## config.mk

```make
export PLATFORM = sky130hd
export DESIGN_NAME = sseg_scan_decoder_flat
export DESIGN_NICKNAME = d
export VERILOG_FILES = /design/src/rtl/sseg_scan_if.sv /design/src/rtl/sseg_scan_decoder.sv /design/src/flat_wrapper.sv
export SDC_FILE = /design/constraint.sdc
export NUM_CORES = 1
export LEC_CHECK = 0
export CORE_ASPECT_RATIO = 0.7
export CORE_MARGIN = 5
export CORE_UTILIZATION = 55
export CTS_CLUSTER_SIZE = 8
export DETAILED_ROUTE_END_ITERATION = 10
export PLACE_DENSITY = 0.8
export SYNTH_ARGS = -nofsm -noshare
export SYNTH_HDL_FRONTEND = slang
export SYNTH_SLANG_ARGS = --single-unit
```

## constraint.sdc

```tcl
create_clock -name clk -period 6.8 [get_ports clk]
set_clock_uncertainty 0.1 [all_clocks]
set_input_delay 1.36 -clock clk [delete_from_list [all_inputs] [get_ports clk]]
set_output_delay 1.36 -clock clk [all_outputs]
set_load 0.02 [all_outputs]
```

## src/rtl/sseg_scan_if.sv

```systemverilog
// Display bus as seen by the decoder: scanned anode/cathode pins in, decoded digit registers out.
// master = scan driver / monitor side, slave = sseg_scan_decoder.
interface sseg_scan_if #(
  parameter int NUM_DIGITS = 8
);
  logic [NUM_DIGITS-1:0]   an;
  logic [6:0]              sseg;
  logic [4*NUM_DIGITS-1:0] digits;
  logic [NUM_DIGITS-1:0]   digit_valid;
  logic [NUM_DIGITS-1:0]   digit_err;
  logic                    frame_done;

  modport master (
    output an, sseg,
    input  digits, digit_valid, digit_err, frame_done
  );

  modport slave (
    input  an, sseg,
    output digits, digit_valid, digit_err, frame_done
  );
endinterface

```

## src/rtl/sseg_scan_decoder.sv

```systemverilog
// Recovers hex digits from a multiplexed active-low seven-segment bus once a pattern has been
// stable for STABLE_CYCLES synchronized cycles; outputs are registered, no backpressure.
module sseg_scan_decoder #(
  parameter int NUM_DIGITS    = 8,
  parameter int STABLE_CYCLES = 4
) (
  input logic        clk,
  input logic        rst_n,
  sseg_scan_if.slave bus
);
  localparam int CW = $clog2(STABLE_CYCLES + 1);
  localparam int IW = (NUM_DIGITS > 1) ? $clog2(NUM_DIGITS) : 1;
  localparam int PW = NUM_DIGITS + 7;
  localparam logic [CW-1:0] CNT_MAX = CW'(STABLE_CYCLES);
  localparam logic [CW-1:0] CNT_CAP = CW'(STABLE_CYCLES - 1);

  logic [NUM_DIGITS-1:0]   an_m_q, an_m_d, an_s_q, an_s_d;
  logic [6:0]              sseg_m_q, sseg_m_d, sseg_s_q, sseg_s_d;
  logic [PW-1:0]           prev_q, prev_d;
  logic [CW-1:0]           cnt_q, cnt_d;
  logic [4*NUM_DIGITS-1:0] digits_q, digits_d;
  logic [NUM_DIGITS-1:0]   valid_q, valid_d;
  logic [NUM_DIGITS-1:0]   err_q, err_d;
  logic [NUM_DIGITS-1:0]   seen_q, seen_d;
  logic                    frame_done_q, frame_done_d;

  logic          stable, capture, glyph_ok, blank;
  logic [3:0]    glyph_val;
  logic [3:0]    n_low;
  logic [IW-1:0] slot;

  always_comb begin
    glyph_ok  = 1'b1;
    glyph_val = 4'h0;
    case (sseg_s_q)
      7'b1000000: glyph_val = 4'h0;
      7'b1111001: glyph_val = 4'h1;
      7'b0100100: glyph_val = 4'h2;
      7'b0110000: glyph_val = 4'h3;
      7'b0011001: glyph_val = 4'h4;
      7'b0010010: glyph_val = 4'h5;
      7'b0000010: glyph_val = 4'h6;
      7'b1111000: glyph_val = 4'h7;
      7'b0000000: glyph_val = 4'h8;
      7'b0010000: glyph_val = 4'h9;
      7'b0001000: glyph_val = 4'hA;
      7'b0000011: glyph_val = 4'hB;
      7'b1000110: glyph_val = 4'hC;
      7'b0100001: glyph_val = 4'hD;
      7'b0000110: glyph_val = 4'hE;
      7'b0001110: glyph_val = 4'hF;
      default:    glyph_ok  = 1'b0;
    endcase
    blank = (sseg_s_q == 7'h7F);
  end

  always_comb begin
    an_m_d   = bus.an;
    an_s_d   = an_m_q;
    sseg_m_d = bus.sseg;
    sseg_s_d = sseg_m_q;
    prev_d   = {an_s_q, sseg_s_q};
    stable   = (prev_d == prev_q);

    cnt_d = cnt_q;
    if (!stable)
      cnt_d = '0;
    else if (cnt_q < CNT_MAX)
      cnt_d = cnt_q + 1'b1;

    n_low = 4'd0;
    slot  = '0;
    for (int i = 0; i < NUM_DIGITS; i++) begin
      if (!an_s_q[i]) begin
        n_low = n_low + 4'd1;
        slot  = IW'(i);
      end
    end

    // cnt saturates past CNT_CAP, so a held pattern captures exactly once
    capture = stable && (cnt_q == CNT_CAP) && (n_low == 4'd1);

    digits_d     = digits_q;
    valid_d      = valid_q;
    err_d        = err_q;
    seen_d       = seen_q;
    frame_done_d = 1'b0;
    if (capture) begin
      if (glyph_ok) begin
        digits_d[slot*4 +: 4] = glyph_val;
        valid_d[slot]         = 1'b1;
        err_d[slot]           = 1'b0;
      end else if (blank) begin
        valid_d[slot] = 1'b0;
        err_d[slot]   = 1'b0;
      end else begin
        valid_d[slot] = 1'b0;
        err_d[slot]   = 1'b1;
      end
      seen_d[slot] = 1'b1;
      if (&seen_d) begin
        frame_done_d = 1'b1;
        seen_d       = '0;
      end
    end
  end

  always_ff @(posedge clk or negedge rst_n) begin
    if (!rst_n) begin
      an_m_q       <= '1;
      an_s_q       <= '1;
      sseg_m_q     <= '1;
      sseg_s_q     <= '1;
      prev_q       <= '1;
      cnt_q        <= '0;
      digits_q     <= '0;
      valid_q      <= '0;
      err_q        <= '0;
      seen_q       <= '0;
      frame_done_q <= 1'b0;
    end else begin
      an_m_q       <= an_m_d;
      an_s_q       <= an_s_d;
      sseg_m_q     <= sseg_m_d;
      sseg_s_q     <= sseg_s_d;
      prev_q       <= prev_d;
      cnt_q        <= cnt_d;
      digits_q     <= digits_d;
      valid_q      <= valid_d;
      err_q        <= err_d;
      seen_q       <= seen_d;
      frame_done_q <= frame_done_d;
    end
  end

  assign bus.digits      = digits_q;
  assign bus.digit_valid = valid_q;
  assign bus.digit_err   = err_q;
  assign bus.frame_done  = frame_done_q;
endmodule

```

## src/flat_wrapper.sv

```systemverilog
// flat-port wrapper written by rule: the top's interface ports become plain ports
module sseg_scan_decoder_flat 
#(
  parameter int NUM_DIGITS    = 8,
  parameter int STABLE_CYCLES = 4
)
  (clk, rst_n, bus_an, bus_sseg, bus_digits, bus_digit_valid, bus_digit_err, bus_frame_done);
  sseg_scan_if #(.NUM_DIGITS(NUM_DIGITS)) bus_i ();
  input logic clk;
  input logic rst_n;
  input wire logic [$bits(bus_i.an)-1:0] bus_an;
  input wire logic [$bits(bus_i.sseg)-1:0] bus_sseg;
  output wire logic [$bits(bus_i.digits)-1:0] bus_digits;
  output wire logic [$bits(bus_i.digit_valid)-1:0] bus_digit_valid;
  output wire logic [$bits(bus_i.digit_err)-1:0] bus_digit_err;
  output wire logic [$bits(bus_i.frame_done)-1:0] bus_frame_done;
  assign bus_i.an = bus_an;
  assign bus_i.sseg = bus_sseg;
  assign bus_digits = bus_i.digits;
  assign bus_digit_valid = bus_i.digit_valid;
  assign bus_digit_err = bus_i.digit_err;
  assign bus_frame_done = bus_i.frame_done;
  sseg_scan_decoder #(.NUM_DIGITS(NUM_DIGITS), .STABLE_CYCLES(STABLE_CYCLES)) u_core (.clk(clk), .rst_n(rst_n), .bus(bus_i));
endmodule
```

==> impl_metrics.ini, run 1 <==
[critical_path]
cp_common_cell = ha_1
critPathMaxStageDelay_ns = 0.59
arrival_ns = 5.58
cp.required_ns = 6.93
cp_max_fo = 7
cp-end-kind = flip-flop
crit_slowest_cell = a21oi_2
crit_family = adder cells
cp-start-kind = flip-flop
cp_num_buf_inv = 2
worstSetupPathType = reg2reg
path_cells = inv_1 -> ha_1 -> xnor2_1 -> ha_1 -> nor2b_1 -> a21o_1 -> ha_1 -> nand2b_1 -> nand2_1 -> ha_1 -> nor2_1 -> a31oi_1 -> a41oi_1 -> inv_1 -> ha_1 -> nor2_1 -> a21oi_1 -> ha_1 -> nand2_1 -> o21ai_0 -> mux2i_1 -> a21oi_2 -> nor3b_2 -> mux2_2

[layout]
area_growth_syn_to_layout_pct = 21.86
insertedDiodeCount = 0
nNetsFinal = 471
drive_above_1_share = 0.2790
final_cell_mix = clkdlybuf4s50_1, dfrtp_1, mux2_2
final_common_cell = clkdlybuf4s50_1

[sta]
min_period_ns = 5.449
hold_viol_final = 0
setup_viol = 0
grt_setup_unrepaired = no
worstMarginPinSlew_ns = 0.8968
slew_viol_final = 0
fmaxAchievable_ghz = 0.1835
fin_setup_tns_ns = 0
slew-limit-headroom = 0.4021
fin_crit_sh = 0.8013
holdWs_ns = 0.2562

[job]
cap_violations = 0

[clock_tree]
root_buffer = clkbuf_16
clkSlewWorstSetupHoldPaths_ns = 0.07
clockBufferDepth = 2
clk_latency_ns = 0.35
hold_buffers = 0
cts_made_buffers = 9
cts_tree = yes
cts-resized-gates = 0
htreeDepth = 3
cts_sinks = 105
cts_setup_buffers = 0

[routing]
dr_total_vias = 3091
detail_route.drc_violations = 0
ant_nets = 0
drt_iter0_drc = 110
wl_per_cell_um = 16.43
routed_wirelength_um = 9335
firstDrtPassIters = 4
routed_via_density = 5.442

[logic_synthesis]
synth_async_sr_flop_share = 1.000
syn_area_um2 = 4802
yosysUniqueCellTypes = 60
synth_edf_count = 0
yosysSeqAreaShare = 0.5589
syn_avg_cell_area_um2 = 12.60
syn-num-nets = 409
synth_cells = 381
synth_seq_cells = 105
ys_warn_count = 0
ys.flop_type = dfrtp_1

[pwr]
sequentialPowerShare = 0.495
p_comb_frac = 0.112
power_density_nw_per_um2 = 230.2
max-vdd-ir-drop_mv = 0.1884
clkPwrFrac = 0.392
switchingPower_mw = 0.3438
power.leakage_nw = 2.550
p_int_mw = 1.004
switching_share = 0.2551

[floorplanning]
die-area_um2 = 10730
die_h_um = 88.18
core-area_um2 = 8478
start_util = 0.5664
pin_count = 66
die_w_um = 121.7
rows = 28

[global_routing]
grt_usage = 0.1853
overflow = 0
grt_start_max_net_pins = 75
grt_pass1_wl_um = 15550
grt_antenna_before_repair = 0
grt_pass1_vias = 3202

[placement]
portBuffers = 65
gp_congestion = 0.8484
hpwl_um = 6888

[status]
outcome = finished, final reports clean

[hold_path]
hold_path.class = reg2reg
## final timing paths
kind	from	end	slack (ns)	depth (start not counted)
setup / recovery	u_core.an_s_q[0]	flip-flop	1.35	24
hold / removal	u_core.an_m_q[5]	u_core.an_s_q[5]	0.26	0
setup reg to reg	u_core.an_s_q[0]	flip-flop	1.35	24
hold reg to reg	u_core.an_m_q[5]	u_core.an_s_q[5]	0.26	0
max in group asynchronous	rst_n	u_core.bus.digits[24]	4.55	2
min in group asynchronous	rst_n	u_core.cnt_q[1]	0.82	1
## synthesized netlist by cell type, types with 2 or more instances
cell type	count	share of area
nand2_1	21	0.016
or3_1	3	0.0039
xnor2_1	12	0.022
a21oi_1	17	0.018
inv_1	16	0.013
and2_1	3	0.0039
and3_1	2	0.0026
nand2b_1	9	0.012
xor2_1	15	0.027
a31oi_1	4	0.0052
nand4_1	5	0.0065
dfrtp_1	60	0.31
nand3_1	5	0.0052
mux2_4	2	0.0063
nor2_1	17	0.013
nor3_1	7	0.0073
nor4_1	4	0.0052
a21o_1	2	0.0031
buf_4	2	0.0031
nor2b_1	4	0.0052
mux2_2	46	0.11
nor3b_4	4	0.016
ha_1	11	0.029
nor3b_1	5	0.0078
o22ai_1	3	0.0039
nand3b_1	4	0.0063
mux2i_1	3	0.0063
dfstp_2	45	0.25
o21ai_0	6	0.0063
a41oi_1	2	0.0036
o21ai_1	3	0.0031
clkbuf_1	11	0.0086
## cells by family after synthesis
kind of cell               Yosys count  share of synthesized area
AOI/OAI and AO/OA                   51                    0.06879
xor gates and xnor gates            29                    0.05993
adders and majority gates           11                    0.02866
buffers and inverters               32                    0.02840
DFF                                105                     0.5589
muxes                               51                     0.1204
and+or+nand+nor                    102                     0.1350
## area by class of cell
type                       count  area (µm²)
inverter                      16       60.06
fill                         643        2626
sequential                   105        2684
multi-input combinational    244        1982
timing repair buffer          67       663.1
clock buffer                   9       225.2
clock inverter                 7       87.58
tap                          120       150.1
## per-layer routing
layer | wire length [µm] | vias to the layer above | GRT usage
li1 | - | 1477 | -
met1 | 4323 | 1534 | 0.2456
met2 | 4535 | 66 | 0.3068
met3 | 364 | 14 | 0.04777
met4 | 111 | 0 | 0.05188
met5 | 0 | - | 0
## stage by stage
step	setup slack (ns)	util	std cells	power (mW)	cell area, µm²
floorplan	1.972	-	381	0.7819	4802
global placement	1.782	0.6533	552	0.8204	5539
detailed placement	1.459	0.6533	552	0.8282	5539
CTS	1.329	0.6902	568	1.362	5852
global route	0.9935	0.6902	568	1.404	5852
finish	1.351	0.6902	568	1.347	5852
## power by group through the flow
stage	combinational (mW)	clock (mW)	sequential, mW
floorplan	0.117	0	0.665
global placement	0.143	0	0.677
detailed placement	0.150	0	0.678
CTS	0.153	0.542	0.667
global route	0.170	0.565	0.670
finish	0.151	0.529	0.667
Note: power is estimated with default switching activity, not from simulation.
==> inputs of run 2 (changes only) <==
--- a/config.mk
+++ b/config.mk
@@ -7,10 +7,10 @@
 export LEC_CHECK = 0
 export CORE_ASPECT_RATIO = 0.7
 export CORE_MARGIN = 5
-export CORE_UTILIZATION = 55
+export CORE_UTILIZATION = 49
 export CTS_CLUSTER_SIZE = 8
 export DETAILED_ROUTE_END_ITERATION = 10
-export PLACE_DENSITY = 0.8
+export PLACE_DENSITY = 0.75
 export SYNTH_ARGS = -nofsm -noshare
 export SYNTH_HDL_FRONTEND = slang
 export SYNTH_SLANG_ARGS = --single-unit
==> constraint.sdc (replaced) <==
create_clock -name clk -period 4.9 [get_ports clk]
set_clock_uncertainty 0.1 [all_clocks]
set_input_delay 0.98 -clock clk [delete_from_list [all_inputs] [get_ports clk]]
set_output_delay 0.98 -clock clk [all_outputs]
set_load 0.02 [all_outputs]
==> run 2 against run 1 <==
- register-to-register slack worse by 1.3 ns
- hold slack about the same
- power is 45% higher
- global-route usage is 1.7 points lower
- routed wire length rose by 7.1%
- via count up 4.0%
- cell count rose by 4.6%
- non-clock buffer count up 18
- clock-buffer cell count did not move
- die area is 11% higher
- worst setup slack lost 1.3 ns
- sequential power is 39% higher
- critical path type unchanged
- largest power group unchanged
==> impl_metrics.ini, run 2 (synthesis gave the netlist of run 1 again) <==
[status]
outcome = finished, final reports clean

[layout]
final_common_cell = clkdlybuf4s50_1
nNetsFinal = 489
final_cell_mix = clkdlybuf4s50_1, dfrtp_1, dfstp_2
insertedDiodeCount = 0
area_growth_syn_to_layout_pct = 28.63
drive_above_1_share = 0.3433
fin_util = 0.6403
fill_cells = 717

[sta]
min_period_ns = 4.857
slew-limit-headroom = 0.3661
setup_viol = 0
fin_crit_sh = 0.9913
worstMarginPinSlew_ns = 0.9509
slew_viol_final = 0
fmaxAchievable_ghz = 0.2059
setup_ws_ns = 0.04287
grt_setup_unrepaired = yes
hold_viol_final = 0
holdWs_ns = 0.2558

[pwr]
power_mw = 1.951
power.leakage_nw = 2.662
power_density_nw_per_um2 = 315.9
max-vdd-ir-drop_mv = 0.2807

[critical_path]
cp-end-kind = flip-flop
reg2reg_from = u_core.an_s_q[0]
arrival_ns = 4.99
path_cells = inv_2 -> ha_4 -> xnor2_1 -> ha_1 -> nor2b_4 -> a21o_1 -> ha_1 -> nand2b_1 -> nand2_1 -> ha_1 -> nor2_1 -> a31oi_1 -> a41oi_1 -> inv_1 -> ha_4 -> nor2_4 -> a21oi_2 -> ha_4 -> a21o_1 -> mux2i_2 -> a21oi_4 -> nor3b_4 -> mux2_4
rr_worst_depth = 23
reg2reg_setup_slack_ns = 0.04
crit_family = adder cells
cp.required_ns = 5.03
cp-start-kind = flip-flop
worstSetupPathType = reg2reg
cp_num_buf_inv = 2
r2r-end = u_core.bus.digits[15]
crit_slowest_cell = dfstp_2
cp_max_fo = 7
critPathMaxStageDelay_ns = 0.55

[clock_tree]
cts_tree = yes
clkSlewWorstSetupHoldPaths_ns = 0.08
hold_buffers = 0
cts_sinks = 105
cts_made_buffers = 9
clockBufferDepth = 2
clk_latency_ns = 0.35
htreeDepth = 3
root_buffer = clkbuf_16

[global_routing]
grt_pass1_wl_um = 16080
grt_pass1_vias = 3131
overflow = 0
grt_usage = 0.1684
grt_antenna_before_repair = 0
grt_start_max_net_pins = 80

[routing]
routed_via_density = 5.412
routed_wirelength_um = 9999
firstDrtPassIters = 4
detail_route.drc_violations = 0
drt_iter0_drc = 195
wl_per_cell_um = 16.83
ant_nets = 0
dr_total_vias = 3215

[floorplanning]
rows = 30
die_h_um = 92.83
start_util = 0.4978
die_w_um = 128.3
core-area_um2 = 9647
die-area_um2 = 11910
pin_count = 66

[placement]
portBuffers = 65
gp_congestion = 0.8409
hpwl_um = 6728
pre_cts_slack_ns = -0.1472

[hold_path]
whs_path_depth = 0
min_to = u_core.an_s_q[1]
hp-start = u_core.an_m_q[1]
hold_path.class = reg2reg

[job]
cap_violations = 0
-- run 2: cell types whose count changed in the layout (fill, tap and decap cells not counted), sizes merged --
| cell | previous run | this run |
|---|---|---|
| inv | 19 | 20 |
| bufinv | 1 | 0 |
| buf | 3 | 20 |
| clkbuf | 9 | 10 |
-- run 2: worst reg2reg max path: stages, from the launching register on --
cell and delay (ns):
dfstp_2 0.55, inv_2 0.05, ha_4 0.23, xnor2_1 0.13, ha_1 0.32, nor2b_4 0.14, a21o_1 0.17, ha_1 0.27
nand2b_1 0.10, nand2_1 0.06, ha_1 0.27, nor2_1 0.08, a31oi_1 0.04, a41oi_1 0.22, inv_1 0.11, ha_4 0.23
nor2_4 0.12, a21oi_2 0.06, ha_4 0.20, a21o_1 0.17, mux2i_2 0.21, a21oi_4 0.18, nor3b_4 0.40, mux2_4 0.34
-- run 2: area by class of cell --
| type | instances | area [µm²] | area share |
|---|---|---|---|
| clock buffers | 9 | 225.2 | 0.03646 |
| clock inverters | 7 | 93.84 | 0.01519 |
| inverters | 16 | 60.06 | 0.009723 |
| multi-input cells | 244 | 2122 | 0.3435 |
| flip-flops and latches | 105 | 2684 | 0.4345 |
| well taps | 128 | 160.2 | 0.02593 |
| repair buffers | 85 | 832.0 | 0.1347 |
-- run 2: power breakdown --
part	switching, mW	internal [mW]	leakage, nW
clock	0.362	0.372	0.154
sequential	0.0241	0.901	1.31
combinational	0.160	0.133	1.20
-- run 2: layer usage --
layer / vias to the layer above / wire (µm) / share of wire / global-route usage
met1: 1615 / 4645 / 0.46 / 0.2408
met3: 7 / 481 / 0.048 / 0.04207
met4: 0 / 56 / 0.0056 / 0.03710
li1: 1504 / - / - / -
met2: 89 / 4816 / 0.48 / 0.2595
met5: - / 0 / 0 / 0
-- run 2: metrics by stage --
stage               instance area (µm²)  setup TNS (ns)  cells
finish                             6177               0    594
floorplan                          4802               0    381
global route                       6177          -6.272    594
detailed placement                 5614          -3.053    567
global placement                   5614               0    567
CTS                                6036               0    588
-- run 2: worst max path at each step --
stage / slack (ns) / from / cells past startpoint / endpoint
after floorplan: 0.07 / u_core.an_s_q[0] / 24 / flip-flop
after global routing: -0.19 / u_core.an_s_q[0] / 23 / u_core.bus.digits[29]
after detailed placement: -0.15 / u_core.an_s_q[0] / 24 / flip-flop
after CTS: 0.03 / u_core.an_s_q[0] / 26 / u_core.bus.digits[31]
final: 0.04 / u_core.an_s_q[0] / 23 / u_core.bus.digits[15]
after global placement: 0.03 / u_core.an_s_q[0] / 24 / flip-flop
-- run 2: timing repair --
action                                  4_1_cts  5_1_grt
gates resized for setup                      10       23
cloned                                        0        1
endpoints found under the setup margin       41       50
pin swaps                                     4        8
buffers inserted                              5        8
==> inputs of run 3 (changes only) <==
--- a/config.mk
+++ b/config.mk
@@ -11,6 +11,7 @@
 export CTS_CLUSTER_SIZE = 8
 export DETAILED_ROUTE_END_ITERATION = 10
 export PLACE_DENSITY = 0.75
+export SLEW_MARGIN = 20
 export SYNTH_ARGS = -nofsm -noshare
 export SYNTH_HDL_FRONTEND = slang
 export SYNTH_SLANG_ARGS = --single-unit
==> results of run 3 <==
Same layout as run 2: the final DEF is identical, and so are final timing and power.
